--- config.mk ---
export PLATFORM = sky130hd
export DESIGN_NAME = pwm_gate_guard
export DESIGN_NICKNAME = d
export VERILOG_FILES = /design/src/rtl/pwm_gate_guard_pkg.sv /design/src/rtl/pwm_dt_timer.sv /design/src/rtl/pwm_gate_guard.sv
export SDC_FILE = /design/constraint.sdc
export NUM_CORES = 1
export LEC_CHECK = 0
export ABC_AREA = 1
export BUFFER_PORTS_ARGS = -buffer_cell sky130_fd_sc_hd__buf_2
export CAP_MARGIN = 20
export CORE_UTILIZATION = 45
export CTS_CLUSTER_SIZE = 12
export DETAILED_ROUTE_END_ITERATION = 10
export GPL_TIMING_DRIVEN = 0
export PLACE_DENSITY = 0.65
export SLEW_MARGIN = 20
export SYNTH_ARGS = -nofsm -noshare
export SYNTH_HDL_FRONTEND = slang
export SYNTH_SLANG_ARGS = --single-unit
export TNS_END_PERCENT = 50
--- constraint.sdc ---
create_clock -name clk -period 1.5 [get_ports clk]
set_clock_uncertainty 0.2 [all_clocks]
set_input_delay 0.225 -clock clk [delete_from_list [all_inputs] [get_ports clk]]
set_output_delay 0.225 -clock clk [all_outputs]
set_load 0.03 [all_outputs]
--- src/rtl/pwm_gate_guard_pkg.sv ---
// Shared types and constants for the pwm_gate_guard gate-drive protection block.
package pwm_gate_guard_pkg;

    typedef enum logic {
        RUN   = 1'b0,
        FAULT = 1'b1
    } state_e;

    localparam logic [1:0] FC_NONE  = 2'b00;
    localparam logic [1:0] FC_SHOOT = 2'b01;
    localparam logic [1:0] FC_WDOG  = 2'b10;

endpackage

--- src/rtl/pwm_dt_timer.sv ---
// Saturating deadtime counter: counts cycles with both gates off, dt_ok once MIN_DT is reached.
module pwm_dt_timer #(
    parameter int MIN_DT = 20,
    parameter int CNT_W  = 8
) (
    input  logic clk,
    input  logic rst,
    input  logic gates_off,
    output logic dt_ok
);

    localparam logic [CNT_W-1:0] DT_MAX = CNT_W'(MIN_DT);

    if ((longint'(1) << CNT_W) <= longint'(MIN_DT)) begin : g_cnt_w_check
        $error("CNT_W is too narrow to hold MIN_DT");
    end

    logic [CNT_W-1:0] dt_cnt_q;
    logic [CNT_W-1:0] dt_cnt_d;

    // NOTE: next-state logic assigns its default first, so no path can infer a latch.
    always_comb begin
        dt_cnt_d = dt_cnt_q;
        if (!gates_off) begin
            dt_cnt_d = '0;
        end else if (dt_cnt_q != DT_MAX) begin
            dt_cnt_d = dt_cnt_q + 1'b1;
        end
    end

    // NOTE: sequential state uses non-blocking assignments only, so every register samples pre-edge values.
    always_ff @(posedge clk) begin
        if (rst) begin
            dt_cnt_q <= '0;
        end else begin
            dt_cnt_q <= dt_cnt_d;
        end
    end

    assign dt_ok = (dt_cnt_q == DT_MAX);

endmodule

--- src/rtl/pwm_gate_guard.sv ---
// Gate-drive guard behind the PWM/deadtime stage: enforces MIN_DT, latches shoot-through faults.
// Optional input-activity watchdog is enabled by defining PWM_GATE_GUARD_WDOG_EN.
module pwm_gate_guard
    import pwm_gate_guard_pkg::*;
#(
    parameter int MIN_DT      = 20,
    parameter int CNT_W       = 8,
    parameter int WDOG_CYCLES = 200000
) (
    input  logic       clk,
    input  logic       rst,
    input  logic       pwm_hi_in,
    input  logic       pwm_lo_in,
    input  logic       fault_clr,
    output logic       gate_hi,
    output logic       gate_lo,
    output logic       fault,
    output logic [1:0] fault_code,
    output logic       dt_stretch
);

    if (WDOG_CYCLES < 1) begin : g_wdog_check
        $error("WDOG_CYCLES must be at least 1");
    end

    state_e     state_q, state_d;
    logic       gate_hi_q, gate_hi_d;
    logic       gate_lo_q, gate_lo_d;
    logic       fault_q, fault_d;
    logic [1:0] fault_code_q, fault_code_d;
    logic       dt_stretch_q, dt_stretch_d;
    logic [1:0] pend_q, pend_d;
    logic       gates_off;
    logic       dt_ok;
    logic       wdog_hit;

    assign gates_off = ~(gate_hi_q | gate_lo_q);

    pwm_dt_timer #(
        .MIN_DT(MIN_DT),
        .CNT_W (CNT_W)
    ) u_dt_timer (
        .clk      (clk),
        .rst      (rst),
        .gates_off(gates_off),
        .dt_ok    (dt_ok)
    );

`ifdef PWM_GATE_GUARD_WDOG_EN
    localparam int              WD_W   = $clog2(WDOG_CYCLES + 1);
    localparam logic [WD_W-1:0] WD_MAX = WD_W'(WDOG_CYCLES);

    logic [WD_W-1:0] wdog_q;
    logic            hi_dly_q, lo_dly_q;
    logic            in_edge;

    assign in_edge = (pwm_hi_in ^ hi_dly_q) | (pwm_lo_in ^ lo_dly_q);

    // Any input toggle restarts the timeout; the count only runs while gating normally.
    always_ff @(posedge clk) begin
        if (rst) begin
            wdog_q   <= '0;
            hi_dly_q <= 1'b0;
            lo_dly_q <= 1'b0;
        end else begin
            hi_dly_q <= pwm_hi_in;
            lo_dly_q <= pwm_lo_in;
            if (state_q != RUN || in_edge) begin
                wdog_q <= '0;
            end else if (wdog_q != WD_MAX) begin
                wdog_q <= wdog_q + 1'b1;
            end
        end
    end

    assign wdog_hit = (state_q == RUN) && (wdog_q == WD_MAX);
`else
    assign wdog_hit = 1'b0;
`endif

    always_comb begin
        state_d      = state_q;
        gate_hi_d    = gate_hi_q;
        gate_lo_d    = gate_lo_q;
        fault_d      = fault_q;
        fault_code_d = fault_code_q;
        pend_d       = 2'b00;
        dt_stretch_d = 1'b0;
        case (state_q)
            RUN: begin
                if (pwm_hi_in && pwm_lo_in) begin
                    state_d      = FAULT;
                    fault_d      = 1'b1;
                    fault_code_d = FC_SHOOT;
                    gate_hi_d    = 1'b0;
                    gate_lo_d    = 1'b0;
                end else if (wdog_hit) begin
                    state_d      = FAULT;
                    fault_d      = 1'b1;
                    fault_code_d = FC_WDOG;
                    gate_hi_d    = 1'b0;
                    gate_lo_d    = 1'b0;
                end else begin
                    // Turn-on waits for deadtime and the opposite gate; turn-off is immediate.
                    gate_hi_d    = gate_hi_q ? pwm_hi_in : (pwm_hi_in && dt_ok && !gate_lo_q);
                    gate_lo_d    = gate_lo_q ? pwm_lo_in : (pwm_lo_in && dt_ok && !gate_hi_q);
                    pend_d       = {pwm_lo_in && !gate_lo_q && !dt_ok,
                                    pwm_hi_in && !gate_hi_q && !dt_ok};
                    dt_stretch_d = |(pend_d & ~pend_q);
                end
            end
            FAULT: begin
                gate_hi_d = 1'b0;
                gate_lo_d = 1'b0;
                if (fault_clr && !pwm_hi_in && !pwm_lo_in) begin
                    state_d      = RUN;
                    fault_d      = 1'b0;
                    fault_code_d = FC_NONE;
                end
            end
        endcase
    end

    always_ff @(posedge clk) begin
        if (rst) begin
            state_q      <= RUN;
            gate_hi_q    <= 1'b0;
            gate_lo_q    <= 1'b0;
            fault_q      <= 1'b0;
            fault_code_q <= FC_NONE;
            dt_stretch_q <= 1'b0;
            pend_q       <= 2'b00;
        end else begin
            state_q      <= state_d;
            gate_hi_q    <= gate_hi_d;
            gate_lo_q    <= gate_lo_d;
            fault_q      <= fault_d;
            fault_code_q <= fault_code_d;
            dt_stretch_q <= dt_stretch_d;
            pend_q       <= pend_d;
        end
    end

    assign gate_hi    = gate_hi_q;
    assign gate_lo    = gate_lo_q;
    assign fault      = fault_q;
    assign fault_code = fault_code_q;
    assign dt_stretch = dt_stretch_q;

endmodule

* Word-level counts from Yosys, hierarchy flattened
Cells that the tools add are included.
** Word-level totals
- Flip-flop bits (word level) :: 17
- Input bits :: 5
- Output and inout bits :: 6
- Logic and storage cells :: 52
** Cells by class
- Add/subtract/negate cells :: 1
- Equal/unequal tests :: 4
- Muxes and demuxes :: 15
- Bitwise logic cells :: 4
- Reduce and logical (&&, ||, !) cells :: 20
** Operators with widths (count)
- 1-bit logical AND :: 11
- 8-bit by 1-bit adder with 8-bit output (second input constant) :: 1
- 8-bit by 5-bit equality test with 1-bit output (second input constant) :: 1
- 1-bit 2-to-1 mux :: 8
- 8-bit by 5-bit inequality test with 1-bit output (second input constant) :: 1
- 1-bit one-hot mux with 2 select lines :: 4
- 1-bit zero test :: 5
- 2-bit 2-to-1 mux :: 2
- 2-bit one-hot mux with 2 select lines :: 1
- 2-bit OR reduction :: 2
- 3-bit OR reduction :: 1
- 2-bit bitwise AND :: 1
- 2-bit by 1-bit inequality test with 1-bit output (second input constant) :: 1
- 2-bit inequality test (second input constant) :: 1
- 2-bit inverter :: 1
- 2-bit AND reduction :: 1
- 1-bit inverter :: 1
- 1-bit OR :: 1

* Logic depth before layout (Yosys ltp)
Gate-level depths: netlist (run 1).
- Word-level depth :: 6
- Gate-level depth with buffers :: 8
- Gate-level depth less buffers :: 8

* Modules after synthesis
From an unflattened synthesis (run 1), not the netlist that was laid out.
** Unflattened totals
- Cell total of the unflattened synthesis :: 113
- Area total of the unflattened synthesis :: 742.0 sq um
** By module, submodules not included
- pwm_dt_timer :: instances 1, cells an instance 69, area each 436.7 sq um, sequential area each 160.2 sq um
- pwm_gate_guard :: instances 1, cells an instance 44, area each 305.3 sq um, sequential area each 140.1 sq um

* Worst setup path after synthesis (run 1)
OpenSTA, ideal clock, no wires.
- Kind :: flip-flop to flip-flop
- Start point :: reg u_dt_timer.dt_cnt_q[0]
- End point :: reg u_dt_timer.dt_cnt_q[1]
- Data arrival time :: 1.014 ns
- Data required time :: 1.190 ns
- Path slack :: 0.176 ns
- Cell stages (with the launch flop) :: 9
- Period minus slack after synthesis :: 1.324 ns
- Path through :: dfxtp_1 -> inv_1 -> ha_1 -> nand2_1 -> nor2_2 -> nand2_2 -> inv_2 -> nor2_2 -> nor2_2
** On the way
- Longest elaborated chain between the ends :: 1
** RTL lines
- start: declaration :: line pwm_dt_timer.sv:18 : logic [CNT_W-1:0] dt_cnt_q;
- start signal: assignment :: line pwm_dt_timer.sv:36 : dt_cnt_q <= dt_cnt_d;
- 8-bit by 1-bit adder with 8-bit output / 8-bit by 5-bit inequality test with 1-bit output (equally long branches) :: line pwm_dt_timer.sv:27, pwm_dt_timer.sv:26
Several ways; a longest one is shown, not always the timed one.
A chain may end at the register's enable or synchronous reset.

* Worst setup path after layout (run 1)
Ends and elaborated chain as after synthesis.

==> run summary, run 1 <==
Area Overhead vs Synth - 14.4%
Most instantiated cells after synthesis - nand2_1 (22), inv_1 (18), dfxtp_1 (15)
Status - finished, final reports clean
Final hold violation count - 0
DRT Wirelength - 1330 um
Largest stage delay, worst path - 0.38 ns
Top Layer Used - met4
Setup TNS - 0 ns
RSZ-0062 raised after global routing - no
Share of flip-flops with an asynchronous set or reset - 0%
Via/cell ratio - 4.65
Synth area leader - dfxtp_1
# DRC - 0
CTS root buf - clkbuf_4
LEAKAGE - 0.432 nW
Req. time, crit path - 1.48 ns
Io pins - 11
Chip height - 43.1 um
CP Max Fanout - 6
Final Max Slew Viols - 0
Hold Path Class - in2reg
Total CTS buffers - 3
Kind of start point of the critical path - flip-flop
Met3 WL - 31 um
FP Rows - 14
Fin crit period - 1.40 ns
CP dominant cell by count - nor2_2
Postcts setup bufs - 0
Syn Inst Count - 106
Fillers - 158
Max-Cap Viols - 0
Register area share after synthesis - 39.6%
Length of the first detailed-routing pass in iterations - 4
CTS Sinks - 15
Fraction of layout cells with a size suffix above 1 - 25.8%
GRT Residual Overflow - 0
Cell Chain, Critical Path - inv_1 > ha_1 > nand2_1 > nor2_2 > nand2_2 > inv_2 > nor2_2 > nor2_2
CP Class - reg2reg
RePlAce Congestion - 0.779
Global-route wire length before repair - 2420 um
Post-synth top flop - dfxtp_1
Synth warnings - 0
Post-synth top area share - 39.6%
Fin crit share - 93.4%
Largest net degree at the start of global routing - 9
Final setup vio count - 0
Drt first-iter violations - 15
Most common cell in the netlist - nand2_1
Total core area - 0.00154 mm2
Number of enable flip-flop cells after synthesis - 0
Die area - 0.00185 mm2
GR Util All Layers - 17.1%
IO Port Bufs - 9
CP endpoint kind - flip-flop
Synth area leaders - dfxtp_1 (40%), nand2_1 (11%), inv_1 (8.9%), nor2_2 (5.0%), a21oi_1 (4.0%)
Vias - 632
Vias in the first global route - 576
Crit path DAT - 1.38 ns
Cell Area, Placed - 823 um2
Yosys cell types - 22
Net count after synthesis - 113
CTS tree - yes
Clock latency at the later pin of the worst-skew pair - 0.27 ns
Met2 wire length - 571 um
Max Buffers Root-to-Sink - 2
Number of nets in the layout - 128
Clock Pin Slew Worst Setup and Hold Paths - 0.09 ns
Power Density - 885 mW/mm2
H-Tree Depth - 1
Die W - 43.1 um
Slowest stage cell on the critical path - dfxtp_2
Register bit total from synthesis - 15
Met1 WL - 712 um
Post-DRT Antenna Nets - 0
Ant diodes - 0
Post-layout instance area - 867 um2
Post-Syn Area - 758 um2
Drt wl/cell - 9.77 um
Mapped Avg Cell Area - 7.15 um2
Initial antenna violation count - 0
Worst VDD drop - 0.000729 V
Initial Util - 49.2%
DP Wirelength - 1010 um
Max Fclk - 714 MHz
## critical path, delay by kind of cell, from the launching register on
family / cells / cell delay, ns
flops: 1 / 0.38
simple gates: 5 / 0.37
fa+ha+maj: 1 / 0.22
buf+inv: 2 / 0.14
## power by group
| part | total [W] | internal, W | switching (W) |
|---|---|---|---|
| logic | 0.000110 | 0.0000439 | 0.0000660 |
| clock network | 0.000227 | 0.000103 | 0.000124 |
| registers | 0.000431 | 0.000417 | 0.0000140 |
## path summary, 6_finish.rpt
path	from	depth (start not counted)	slack [ns]	endpoint
setup / recovery	u_dt_timer.dt_cnt_q[0]	8	0.1	u_dt_timer.dt_cnt_q[1]
hold / removal	pwm_lo_in	3	0.03	gate_lo
setup reg to reg	u_dt_timer.dt_cnt_q[0]	8	0.1	u_dt_timer.dt_cnt_q[1]
hold reg to reg	u_dt_timer.dt_cnt_q[6]	2	0.30	u_dt_timer.dt_cnt_q[6]
## routing by layer
metal  vias up  global-route usage, %
met5         -                      0
met3         2                   5.11
li1        350                      -
met2         7                   24.2
met4         0                   5.45
met1       273                   24.7
## cell families (layout without fill, tap and decap cells)
family	Yosys count	count (layout)	synth area share, %
flip-flops	15	15	39.6
buffers and inverters	23	37	12.4
AO/OA/AOI/OAI	9	9	6.93
XOR/XNOR	3	3	3.47
AND/OR/NAND/NOR	53	53	33.8
adder cells (fa/ha/maj)	2	2	3.30
other	1	1	0.495
## state kept, by name, summed over array words and instances (netlist names)
signal               count
dt_stretch               1
pend_q                   2
gate_hi                  1
gate_lo                  1
state_q                  1
u_dt_timer.dt_cnt_q      8
fault_code               1
## stage by stage
| step | total power, W | utilization (%) | setup slack, ns | hold slack [ns] | std cells |
|---|---|---|---|---|---|
| 6_report | 0.000767 | 56.3 | 0.0987 | 0.0267 | 136 |
| 4_1_cts | 0.000780 | 55.8 | 0.0284 | 0.00734 | 136 |
| 2_1_floorplan | 0.000519 | - | 0.176 | 0.0941 | 106 |
| 3_5_place_dp | 0.000547 | 53.4 | 0.0463 | 0.223 | 131 |
| 3_3_place_gp | 0.000544 | 53.4 | 0.0685 | 0.216 | 131 |
| 5_1_grt | 0.000829 | 56.3 | 0.000155 | 0.00502 | 136 |
## final cells by class
cell class	instances	area [um2]	area share, %
sequential	15	303	34.9
inverter	21	78.8	9.09
timing repair buffer	10	55.1	6.35
buffer	2	15.0	1.73
tap	16	20.0	2.31
multi-input combinational	68	369	42.6
clock buffer	4	26.3	3.03
## timing repair
item | CTS | global route
resized for setup | 0 | 3
hold buffers | 1 | 0
endpoints found under the setup margin | 0 | 5
hold endpoints to repair | 1 | 0
## layout by cell type (no fill, tap or decap), types with 2 or more instances in the layout
master	n
xor2_1	2
ha_1	2
a21oi_1	6
dfxtp_1	13
clkbuf_4	3
nand2_1	22
nand2_2	3
buf_4	2
nor2_2	6
nand3_1	6
nand4_1	3
inv_2	3
buf_2	9
inv_1	18
nor2_1	8
dfxtp_2	2
(Power assumes the default switching activity.)
==> run 2, diff against run 1 <==
- ABC_AREA: 1 -> not set
- PLACE_DENSITY: 0.65 -> 0.66
==> run 2 against run 1 <==
  * Via count fell by 3.8%
  * Global-route usage increased by 1.8 points
  * Area after synthesis fell by 8.1%
  * Final area up 3.8%
  * Critical path depth fell by 3
  * Combinational power up 21%
  * Synthesized cell count fell by 27%
  * Wire length is 1.1% higher
  * Flip-flop and latch count did not move
  * Largest cell class unchanged
  * Die area shrank 7.7%
  * The flow now finishes with violations (negative setup slack)
  * Critical path type unchanged
  * Clock-buffer cell count is the same
  * Largest power group unchanged
  * Fmax shrank 11%
==> run summary, run 2 <==
Crit path DAT - 1.54 ns (was 1.38 ns)
Yosys cell types - 24 (was 22)
Slowest stage cell on the critical path - or4b_4 (was dfxtp_2)
Most instantiated cells after synthesis - dfxtp_1 (15), a21oi_1 (10), nor3_1 (6) (was nand2_1 (22), inv_1 (18), dfxtp_1 (15))
Cell Chain, Critical Path - inv_4 > ha_4 > or4b_4 > o21ai_2 > a21oi_2 (was inv_1 > ha_1 > nand2_1 > nor2_2 > nand2_2 > inv_2 > nor2_2 > nor2_2)
Synth area leaders - dfxtp_1 (43%), a21oi_1 (7.2%), nor3_1 (4.3%), nor4b_2 (4.3%), xor2_1 (3.8%) (was dfxtp_1 (40%), nand2_1 (11%), inv_1 (8.9%), nor2_2 (5.0%), a21oi_1 (4.0%))
Area Overhead vs Synth - 29.1% (was 14.4%)
Launching point of the worst reg2reg path - u_dt_timer.dt_cnt_q[0] (unchanged)
Post-Syn Area - 697 um2 (was 758 um2)
Max reg flops - 8 (unchanged)
Largest stage delay, worst path - 0.52 ns (was 0.38 ns)
Cell Count Post-Placement - 101 (was 131)
IO Port Bufs - 9 (unchanged)
Chip height - 41.4 um (was 43.1 um)
R2R Setup Slk - -0.07 ns (was 0.1 ns)
DRT Wirelength - 1340 um (was 1330 um)
Die W - 41.4 um (was 43.1 um)
Fin crit share - 105% (was 93.4%)
Initial Util - 51.0% (was 49.2%)
LEAKAGE - 0.355 nW (was 0.432 nW)
H-Tree Depth - 1 (unchanged)
Hold Path Class - in2reg (unchanged)
Clock Pin Slew Worst Setup and Hold Paths - 0.09 ns (about the same)
Length of the first detailed-routing pass in iterations - 2 (was 4)
Synth area leader - dfxtp_1 (unchanged)
RePlAce Congestion - 0.691 (was 0.779)
Max Buffers Root-to-Sink - 2 (unchanged)
Area occupied by multi-input gates - 435 um2 (was 369 um2)
Synth warnings - 0 (unchanged)
Crit path from - u_dt_timer.dt_cnt_q[0] (unchanged)
Power Density - 872 mW/mm2 (was 885 mW/mm2)
Clock latency at the later pin of the worst-skew pair - 0.28 ns (was 0.27 ns)
Min-Delay Path Depth - 3 (unchanged)
Ant diodes - 0 (unchanged)
Max Fclk - 636 MHz (was 714 MHz)
Most common cell after layout, fill and taps aside - dfxtp_1 (was nand2_1)
Io pins - 11 (unchanged)
Finished Layout Cells - 110 (was 136)
Fin crit period - 1.57 ns (was 1.40 ns)
Most common cell in the netlist - dfxtp_1 (was nand2_1)
DP Wirelength - 964 um (was 1010 um)
Worst r2r dst - u_dt_timer.dt_cnt_q[1] (unchanged)
CP Max Fanout - 5 (was 6)
Share of flip-flops with an asynchronous set or reset - 0% (unchanged)
CTS tree - yes (unchanged)
DP Worst Slack - -0.227 ns (was 0.0463 ns)
Total CTS buffers - 3 (unchanged)
RSZ-0062 raised after global routing - yes (was no)
FP Rows - 13 (was 14)
Die area - 0.00171 mm2 (was 0.00185 mm2)
Final setup vio count - 7 (was 0)
Fillers - 113 (was 158)
Total design power - 0.000785 W (was 0.000767 W)
Register area share after synthesis - 43.1% (was 39.6%)
Status - finished with violations (was finished, final reports clean)
Cell count of the worst reg-to-reg path - 5 (was 8)
GRT Residual Overflow - 0 (unchanged)
Req. time, crit path - 1.47 ns (was 1.48 ns)
Global-route wire length before repair - 1950 um (was 2420 um)
CTS Sinks - 15 (unchanged)
Top reg by flops - u_dt_timer.dt_cnt_q (unchanged)
GR Util All Layers - 19.0% (was 17.1%)
Total core area - 0.00137 mm2 (was 0.00154 mm2)
Violated checks - negative setup slack
Number of enable flip-flop cells after synthesis - 0 (unchanged)
Initial antenna violation count - 0 (unchanged)
Worst VDD drop - 0.000525 V (was 0.000729 V)
Drt first-iter violations - 4 (was 15)
Mapped Avg Cell Area - 9.05 um2 (was 7.15 um2)
Drt wl/cell - 12.2 um (was 9.77 um)
Post-DRT Antenna Nets - 0 (unchanged)
CP endpoint kind - flip-flop (unchanged)
Post-synth top area share - 43.1% (was 39.6%)
Final WS setup - -0.0713 ns (was 0.0987 ns)
Largest net degree at the start of global routing - 9 (unchanged)
Vias - 608 (was 632)
Final hold violation count - 0 (unchanged)
Net count after synthesis - 84 (was 113)
Setup TNS - -0.391 ns (was 0 ns)
Post-synth top flop - dfxtp_1 (unchanged)
CP Class - reg2reg (unchanged)
Register bit total from synthesis - 15 (unchanged)
Vias in the first global route - 469 (was 576)
Kind of start point of the critical path - flip-flop (unchanged)
Fraction of layout cells with a size suffix above 1 - 36.8% (was 25.8%)
CTS root buf - clkbuf_4 (unchanged)
Critical path buffer and inverter count - 1 (was 2)
Via/cell ratio - 5.53 (was 4.65)
Syn Inst Count - 77 (was 106)
Max-Cap Viols - 0 (unchanged)
# DRC - 0 (unchanged)
Critical hold path startpoint - pwm_hi_in (was pwm_lo_in)
Storage cell area - 305 um2 (was 303 um2)
CP delay by family, top - simple AND/OR/NAND/NOR gates (was flip-flops)
Hold slack - 0.0580 ns (was 0.0267 ns)
Number of nets in the layout - 103 (was 128)
Most frequent cells in the layout - dfxtp_1 (13), a21oi_1 (9), buf_2 (9), buf_4 (6) (was nand2_1 (22), inv_1 (18), dfxtp_1 (13), buf_2 (9), nor2_1 (8))
Top Registers - u_dt_timer.dt_cnt_q x8, pend_q x2 (unchanged)
Final Max Slew Viols - 0 (unchanged)
Hold EP - fault_code[0] (was gate_lo)
-- run 2: timing repair --
action / 4_1_cts / 5_1_grt
resized for setup: 6 / 2
hold buffers: 1 / 0
endpoints found under the setup margin: 12 / 11
pin swaps: 0 / 1
gates cloned: 0 / 0
buffers inserted: 3 / 1
hold endpoints to repair: 2 / 0
-- run 2: how the worst max path moves through the flow --
stage | to | slack (ns) | cells past startpoint
after floorplan | u_dt_timer.dt_cnt_q[1] | -0.01 | 5
after global placement | u_dt_timer.dt_cnt_q[3] | -0.19 | 5
after detailed placement | u_dt_timer.dt_cnt_q[7] | -0.23 | 5
after CTS | u_dt_timer.dt_cnt_q[1] | -0.09 | 5
after global routing | u_dt_timer.dt_cnt_q[1] | -0.12 | 5
final | u_dt_timer.dt_cnt_q[1] | -0.07 | 5
-- run 2: where the power goes --
group,switching [W],total (W),internal [W]
clock network,0.000122,0.000226,0.000103
registers,0.0000135,0.000427,0.000413
logic,0.0000697,0.000133,0.0000629
-- run 2: logic make-up (layout without fill, tap and decap cells) --
family                   Yosys count  after routing  synth area share (%)
buffers and inverters              5             23                  3.77
AO/OA/AOI/OAI                     17             17                  13.3
adder cells (fa/ha/maj)            2              2                  3.59
XOR/XNOR                           3              3                  3.77
other                              1              1                 0.538
flip-flops                        15             15                  43.1
AND/OR/NAND/NOR                   34             34                  32.0
-- run 2: area by class of cell --
type                    count  share of cell area [%]
flip-flops and latches     15                    33.9
well taps                  15                    2.09
repair buffers             14                    9.46
multi-input cells          57                    48.4
inverters                   3                    1.53
clock buffers               4                    2.92
plain buffers               2                    1.67
-- run 2: through the flow --
step	utilization (%)	instance area (um2)
after detailed placement	58.4	798
after global placement	58.4	798
after floorplan	-	734
after CTS	64.3	878
after global routing	65.8	900
final	65.8	900
-- run 2: worst min-delay path: stages --
cell and delay [ns]:
buf_2 0.12, a21oi_1 0.04, nor3_1 0.11
-- run 2: routing by layer --
metal  track usage (%)  up-vias  wire length (um)
met4              12.1        0                13
met2              27.0        8               600
met1              23.4      285               686
li1                  -      313                 -
met3              7.98        2                43
met5                 0        -                 0
